**src/rtl/rom_access_arbiter_pkg.sv**
```systemverilog
// Shared constants and types for the program ROM access arbiter.
package cpu_pkg;

    localparam int ROM_ADDR_W = 8;
    localparam int ROM_DATA_W = 8;

    // Owner of a ROM read; the encoding is also the round-robin pointer value.
    typedef enum logic {
        REQ_FETCH = 1'b0,
        REQ_DATA  = 1'b1
    } rom_req_id_t;

    // Requester that gets priority after the given one has been served.
    function automatic rom_req_id_t other_req(input rom_req_id_t id);
        return (id == REQ_FETCH) ? REQ_DATA : REQ_FETCH;
    endfunction

endpackage

```
**src/rtl/rom_access_arbiter_tag_pipe.sv**
```systemverilog
// In-flight read tracker: a DEPTH-deep {valid, id} shift register that
// follows each ROM read through the ROM latency. The kill input clears
// every stage owned by i_kill_id, including the stage currently presented
// on the outputs, so a killed read never reaches its owner.
module rom_tag_pipe
    import cpu_pkg::*;
#(
    parameter int DEPTH = 1
) (
    input  logic        clk,
    input  logic        rst_n,
    input  logic        i_valid,
    input  rom_req_id_t i_id,
    input  logic        i_kill,
    input  rom_req_id_t i_kill_id,
    output logic        o_valid,
    output rom_req_id_t o_id
);

    logic [DEPTH-1:0] r_valid;
    rom_req_id_t      r_id [DEPTH];
    logic [DEPTH-1:0] w_valid_eff;

    // Stage validity after applying the per-id kill.
    always_comb begin
        for (int i = 0; i < DEPTH; i++) begin
            w_valid_eff[i] = r_valid[i] & ~(i_kill && (r_id[i] == i_kill_id));
        end
    end

    // Shift every cycle; killed stages propagate as empty slots.
    always_ff @(posedge clk or negedge rst_n) begin
        if (!rst_n) begin
            r_valid <= '0;
            for (int i = 0; i < DEPTH; i++) begin
                r_id[i] <= REQ_FETCH;
            end
        end else begin
            r_valid[0] <= i_valid;
            r_id[0]    <= i_id;
            for (int i = 1; i < DEPTH; i++) begin
                r_valid[i] <= w_valid_eff[i-1];
                r_id[i]    <= r_id[i-1];
            end
        end
    end

    assign o_valid = w_valid_eff[DEPTH-1];
    assign o_id    = r_id[DEPTH-1];

endmodule

```
**src/rtl/rom_access_arbiter.sv**
```systemverilog
// Round-robin arbiter sharing the program ROM read port between
// instruction fetch and operand load, with in-order response routing.
module rom_access_arbiter
    import cpu_pkg::*;
#(
    parameter int ADDR_W  = ROM_ADDR_W,
    parameter int DATA_W  = ROM_DATA_W,
    parameter int ROM_LAT = 1
) (
    input  logic              clk_ARB,
    input  logic              rstn_ARB,
    input  logic              fetch_req,
    input  logic [ADDR_W-1:0] fetch_addr,
    output logic              fetch_gnt,
    output logic              fetch_rvalid,
    output logic [DATA_W-1:0] fetch_rdata,
    input  logic              data_req,
    input  logic [ADDR_W-1:0] data_addr,
    output logic              data_gnt,
    output logic              data_rvalid,
    output logic [DATA_W-1:0] data_rdata,
    input  logic              flush_ARB,
    output logic [ADDR_W-1:0] addr_ROM,
    input  logic [DATA_W-1:0] data_out_ROM
);

    rom_req_id_t       r_prio;
    logic [ADDR_W-1:0] r_addr_hold;
    logic [DATA_W-1:0] r_fetch_hold;
    logic [DATA_W-1:0] r_data_hold;

    logic              w_fetch_pend;
    logic              w_data_pend;
    logic              w_gnt_any;
    rom_req_id_t       w_winner;
    logic              w_tag_valid;
    rom_req_id_t       w_tag_id;

    // Requests eligible this cycle; a branch flush blocks new fetches, and
    // nothing is granted while reset is held.
    always_comb begin
        w_fetch_pend = rstn_ARB & fetch_req & ~flush_ARB;
        w_data_pend  = rstn_ARB & data_req;
        w_gnt_any    = w_fetch_pend | w_data_pend;
        if (w_fetch_pend && w_data_pend) begin
            w_winner = r_prio;
        end else if (w_data_pend) begin
            w_winner = REQ_DATA;
        end else begin
            w_winner = REQ_FETCH;
        end
    end

    // Grant decode and ROM address mux; without a grant the last address stays on the bus.
    always_comb begin
        fetch_gnt = w_gnt_any && (w_winner == REQ_FETCH);
        data_gnt  = w_gnt_any && (w_winner == REQ_DATA);
        if (fetch_gnt) begin
            addr_ROM = fetch_addr;
        end else if (data_gnt) begin
            addr_ROM = data_addr;
        end else begin
            addr_ROM = r_addr_hold;
        end
    end

    // Priority pointer and address hold advance only on a grant.
    always_ff @(posedge clk_ARB or negedge rstn_ARB) begin
        if (!rstn_ARB) begin
            r_prio      <= REQ_FETCH;
            r_addr_hold <= '0;
        end else if (w_gnt_any) begin
            r_prio      <= other_req(w_winner);
            r_addr_hold <= addr_ROM;
        end
    end

    rom_tag_pipe #(
        .DEPTH (ROM_LAT)
    ) u_tag_pipe (
        .clk       (clk_ARB),
        .rst_n     (rstn_ARB),
        .i_valid   (w_gnt_any),
        .i_id      (w_winner),
        .i_kill    (flush_ARB),
        .i_kill_id (REQ_FETCH),
        .o_valid   (w_tag_valid),
        .o_id      (w_tag_id)
    );

    // Response demux: ROM data passes straight through on rvalid, then is held.
    always_comb begin
        fetch_rvalid = w_tag_valid && (w_tag_id == REQ_FETCH);
        data_rvalid  = w_tag_valid && (w_tag_id == REQ_DATA);
        fetch_rdata  = fetch_rvalid ? data_out_ROM : r_fetch_hold;
        data_rdata   = data_rvalid  ? data_out_ROM : r_data_hold;
    end

    // Capture returned words so each port's rdata holds until its next rvalid.
    always_ff @(posedge clk_ARB or negedge rstn_ARB) begin
        if (!rstn_ARB) begin
            r_fetch_hold <= '0;
            r_data_hold  <= '0;
        end else begin
            if (fetch_rvalid) begin
                r_fetch_hold <= data_out_ROM;
            end
            if (data_rvalid) begin
                r_data_hold <= data_out_ROM;
            end
        end
    end

endmodule
```
**config.mk**
```make
export PLATFORM = sky130hd
export DESIGN_NAME = rom_access_arbiter
export DESIGN_NICKNAME = d
export VERILOG_FILES = /design/src/rtl/rom_access_arbiter_pkg.sv /design/src/rtl/rom_access_arbiter_tag_pipe.sv /design/src/rtl/rom_access_arbiter.sv
export SDC_FILE = /design/constraint.sdc
export NUM_CORES = 1
export LEC_CHECK = 0
export ABC_AREA = 1
export CAP_MARGIN = 20
export CORE_ASPECT_RATIO = 0.9
export CORE_MARGIN = 2
export CORE_UTILIZATION = 38
export CTS_CLUSTER_DIAMETER = 120
export DETAILED_ROUTE_END_ITERATION = 8
export PLACE_DENSITY = 0.74
export SETUP_SLACK_MARGIN = 0.3
export SLEW_MARGIN = 10
export SYNTH_ARGS = -nofsm -noshare
export SYNTH_HDL_FRONTEND = slang
export SYNTH_SLANG_ARGS = --single-unit
```
**constraint.sdc**
```tcl
create_clock -name clk_ARB -period 1.4 [get_ports clk_ARB]
set_input_delay 0.42 -clock clk_ARB [delete_from_list [all_inputs] [get_ports clk_ARB]]
set_output_delay 0.42 -clock clk_ARB [all_outputs]
set_load 0.05 [all_outputs]
```
==> flow_summary.toml, run 1 <==
[synthesis]
synth_cells = 130
synth_top_area_share_pct = 53.68
ys_warn_count = 0
syn_nets = 159
synth_seq_area_share_pct = 53.68
synth_area_leader_cell = "dfrtp_1"
synthTopCellsByCount = "27 x dfrtp_1, 24 x nand3_1, 23 x nand2_1, 13 x inv_1, 9 x o21ai_1"
yosysMostFrequentCell = "dfrtp_1"
syn_avg_cell_area_sq_um = 9.682
synthFlopType = "dfrtp_1"
synth_cell_types = 15
synthArstFlopShare_pct = 100.0
synth_area_sq_mm = 0.001259
synth_area_leaders = "dfrtp_1 54%, nand3_1 9.5%, nand2_1 6.9%"
synth_edf_count = 0
ys_ff_latch = 27

[run_status]
lastStage = "4_1_cts"
status = "aborted with a tool error"
error_line = "[ERROR DPL-0033] detailed placement checks failed during check placement."

[cts]
holdBufCountCts = 0
cts_htree_levels = 1
cts.sinks = 27
cts_made_buffers = 3
post_cts_buffers = 17
cts_buffer_depth = 2
cts_resized = 72
cts-root-buf = "clkbuf_8"

[die]
die_w_um = 64.67
start_util_pct = 40.42
rows = 19
ios = 57
die-height_um = 58.60

[place]
place_ws_ns = -0.8657
portBuffers = 56
place.gp.congestion = 0.8850
hpwl_um = 3195
stage by stage:
stage / instances / setup TNS (ns) / util, % / instance area (sq um) / hold slack [ns]
3_3_place_gp: 252 / -30.21 / 85.46 / 2661 / 0.4931
3_5_place_dp: 252 / -31.75 / 85.46 / 2661 / 0.5017
2_1_floorplan: 130 / -2.882 / - / 1575 / 0.1244
logic make-up after synthesis:
kind of cell    share of synthesized area [%]
simple gates                            25.15
flops                                   53.68
compound gates                          14.31
buf+inv                                 6.859
==> inputs of run 2 (changes only) <==
CORE_ASPECT_RATIO = not set   (was 0.9)
CORE_UTILIZATION = 23   (was 38)
CTS_CLUSTER_DIAMETER = not set   (was 120)
PLACE_DENSITY = not set   (was 0.74)
PLACE_DENSITY_LB_ADDON = 0.15   (was not set)
SETUP_SLACK_MARGIN = not set   (was 0.3)
==> run 2 against run 1 <==
The flow now finishes, with violations (setup timing). Area after synthesis unchanged. Synthesized cell count unchanged.
==> flow_summary.toml, run 2 <==
[sta]
post-route-period-util_pct = 129.7
timing.final.ws_setup_ns = -0.4154
slew_violations = 0
fin_tns_setup_ns = -10.44
slew_headroom_pct = 75.79
worst_pin_slew_ns = 0.3616
rsz0062_at_grt = "yes"
skew_ns = 0.001454
fmax_mhz = 550.8
setup_violations = 28
fin_crit_ns = 1.815
hold_viol_final = 0

[critical_path]
reg2reg_from = "r_prio"
critPathLaunchType = "register"
cp-end-kind = "output pin"
startpoint = "u_tag_pipe.o_id"
required_ns = 0.98
reg2reg_depth = 5
worstPathMaxFanout = 7
setup.worst_path.end = "data_rdata[7]"
crit_type = "register to output pin"
cp.arrival_ns = 1.40
ff2ff_setup_slack_ns = 0.17
r2r_end = "r_addr_hold[4]"

[route]
drt_iter0_drc = 46
wl_per_cell_um = 14.40
drt-total-wl_um = 4307
ant_nets = 0
route.vias.total = 1309
vias_per_cell = 4.378
dr.pass1.iters = 4
drc = 0

[place]
place_ws_ns = -0.8355
place.gp.congestion = 0.7813
dpl.cell_count = 279
portBuffers = 56
placed_area_sq_mm = 0.002684
hpwl_um = 2910

[global_route]
gr-total-overflow = 0
grt.total_usage_pct = 14.72
grt_pass1_vias = 1437
grt_max_degree = 15
grt_pass1_wl_um = 7238
antenna_found_initial = 0

[synthesis]
synth_cell_types = 15
syn_avg_cell_area_sq_um = 9.682
synth_area_leader_cell = "dfrtp_1"
synth_area_leaders = "dfrtp_1 54%, nand3_1 9.5%, nand2_1 6.9%"
synth_cells = 130
synth_seq_area_share_pct = 53.68
yosysMostFrequentCell = "dfrtp_1"
syn_nets = 159
synth_top_area_share_pct = 53.68
synth_edf_count = 0
synthFlopType = "dfrtp_1"
synthArstFlopShare_pct = 100.0
synthTopCellsByCount = "27 x dfrtp_1, 24 x nand3_1, 23 x nand2_1, 13 x inv_1, 9 x o21ai_1"
ys_ff_latch = 27
ys_warn_count = 0
synth_area_sq_mm = 0.001259

[cells_and_area]
nNetsFinal = 259
area_delta_synth_final_pct = 139.7
stdcell_count = 299
fin_area_sq_mm = 0.003017
fill_cells = 429
final_common_cell = "buf_12"
n_antenna_cell = 0
layout-drive-gt1-share_pct = 64.19
reg_top3 = "r_addr_hold (8), r_data_hold (8), r_fetch_hold (8)"
final_cell_mix = "33 x buf_12, 31 x buf_4, 27 x dfrtp_1"

[cts]
cts_made_buffers = 3
holdBufCountCts = 0
cts.sinks = 27
cts_buffer_depth = 2
cts-root-buf = "clkbuf_8"
clk_latency_ns = 0.26
clkTransAtPathRegs_ns = 0.09
cts_tree = "yes"
cts_htree_levels = 1

[die]
die_area_sq_mm = 0.006080
ios = 57
rows = 26
die_w_um = 77.98
start_util_pct = 24.18
die-height_um = 77.98
core_area_sq_mm = 0.005205

[pwr]
vdd_ir_drop_max_uv = 701.5
total_power_uw = 3366
leakage_uw = 0.001341
power_density_mw_per_mm2 = 1116

[run_status]
status = "finished, violations left"
violations = "setup timing"

[hold_path]
hold_path_class = "input pin to async pin"

[job]
cap_violations = 0
-- run 2: cell families after synthesis --
family / after synthesis / synth area share [%]
buf+inv: 19 / 6.859
flops: 27 / 53.68
compound gates: 26 / 14.31
simple gates: 58 / 25.15
-- run 2: cell type report --
| type | count | area [sq um] | share of cell area (%) |
|---|---|---|---|
| Timing Repair Buffer | 95 | 1232 | 40.85 |
| Multi-Input combinational cell | 86 | 893.4 | 29.61 |
| Sequential cell | 27 | 675.6 | 22.40 |
| Tap cell | 70 | 87.58 | 2.903 |
| Inverter | 17 | 82.58 | 2.737 |
| Clock buffer | 4 | 45.04 | 1.493 |
-- run 2: worst min path at each step --
stage	cells past startpoint	to	start	slack (ns)
after detailed placement	2	r_data_hold[6]	r_data_hold[6]	0.50
after floorplan	0	r_addr_hold[0]	rstn_ARB	0.12
after global placement	2	r_data_hold[6]	r_data_hold[6]	0.49
after global routing	2	r_data_hold[0]	rstn_ARB	0.12
after CTS	2	r_data_hold[4]	rstn_ARB	0.12
final	2	r_addr_hold[1]	rstn_ARB	0.12
-- run 2: report_power, final --
group	switching, uW	internal, uW	total (uW)	leakage, uW
Sequential	69.1	920	989	0.000337
Clock	232	203	435	0.0000228
Combinational	1030	915	1940	0.000982
-- run 2: metal layers --
layer | wire, um | global-route usage (%) | vias up | part of all wire (%)
met1 | 1775 | 18.66 | 614 | 41
met2 | 2233 | 25.86 | 50 | 52
met3 | 290 | 3.953 | 2 | 6.7
met5 | 0 | 0 | - | 0
li1 | - | - | 643 | -
met4 | 8 | 1.579 | 0 | 0.19
-- run 2: per-stage QoR --
| stage | util (%) | hold WS (ns) |
|---|---|---|
| 3_5_place_dp | 51.56 | 0.4993 |
| 6_report | 57.96 | 0.1192 |
| 3_3_place_gp | 51.56 | 0.4945 |
| 4_1_cts | 56.92 | 0.1198 |
| 5_1_grt | 57.96 | 0.1167 |
| 2_1_floorplan | - | 0.1244 |
-- run 2: what timing repair did --
item,CTS,global route
hold endpoints to repair,0,0
pin swaps,15,1
gates cloned,3,1
setup buffers,10,2
gates resized for setup,51,5
setup endpoints to repair,43,28
-- run 2: worst max-delay path, stage by stage (launching register included) --
cell and delay (ns):
dfrtp_1 0.37, inv_2 0.06, nand2_2 0.07, nand3_4 0.11, buf_16 0.18, o21ai_4 0.18
buf_12 0.16
Note: power is estimated with default switching activity, not from simulation.
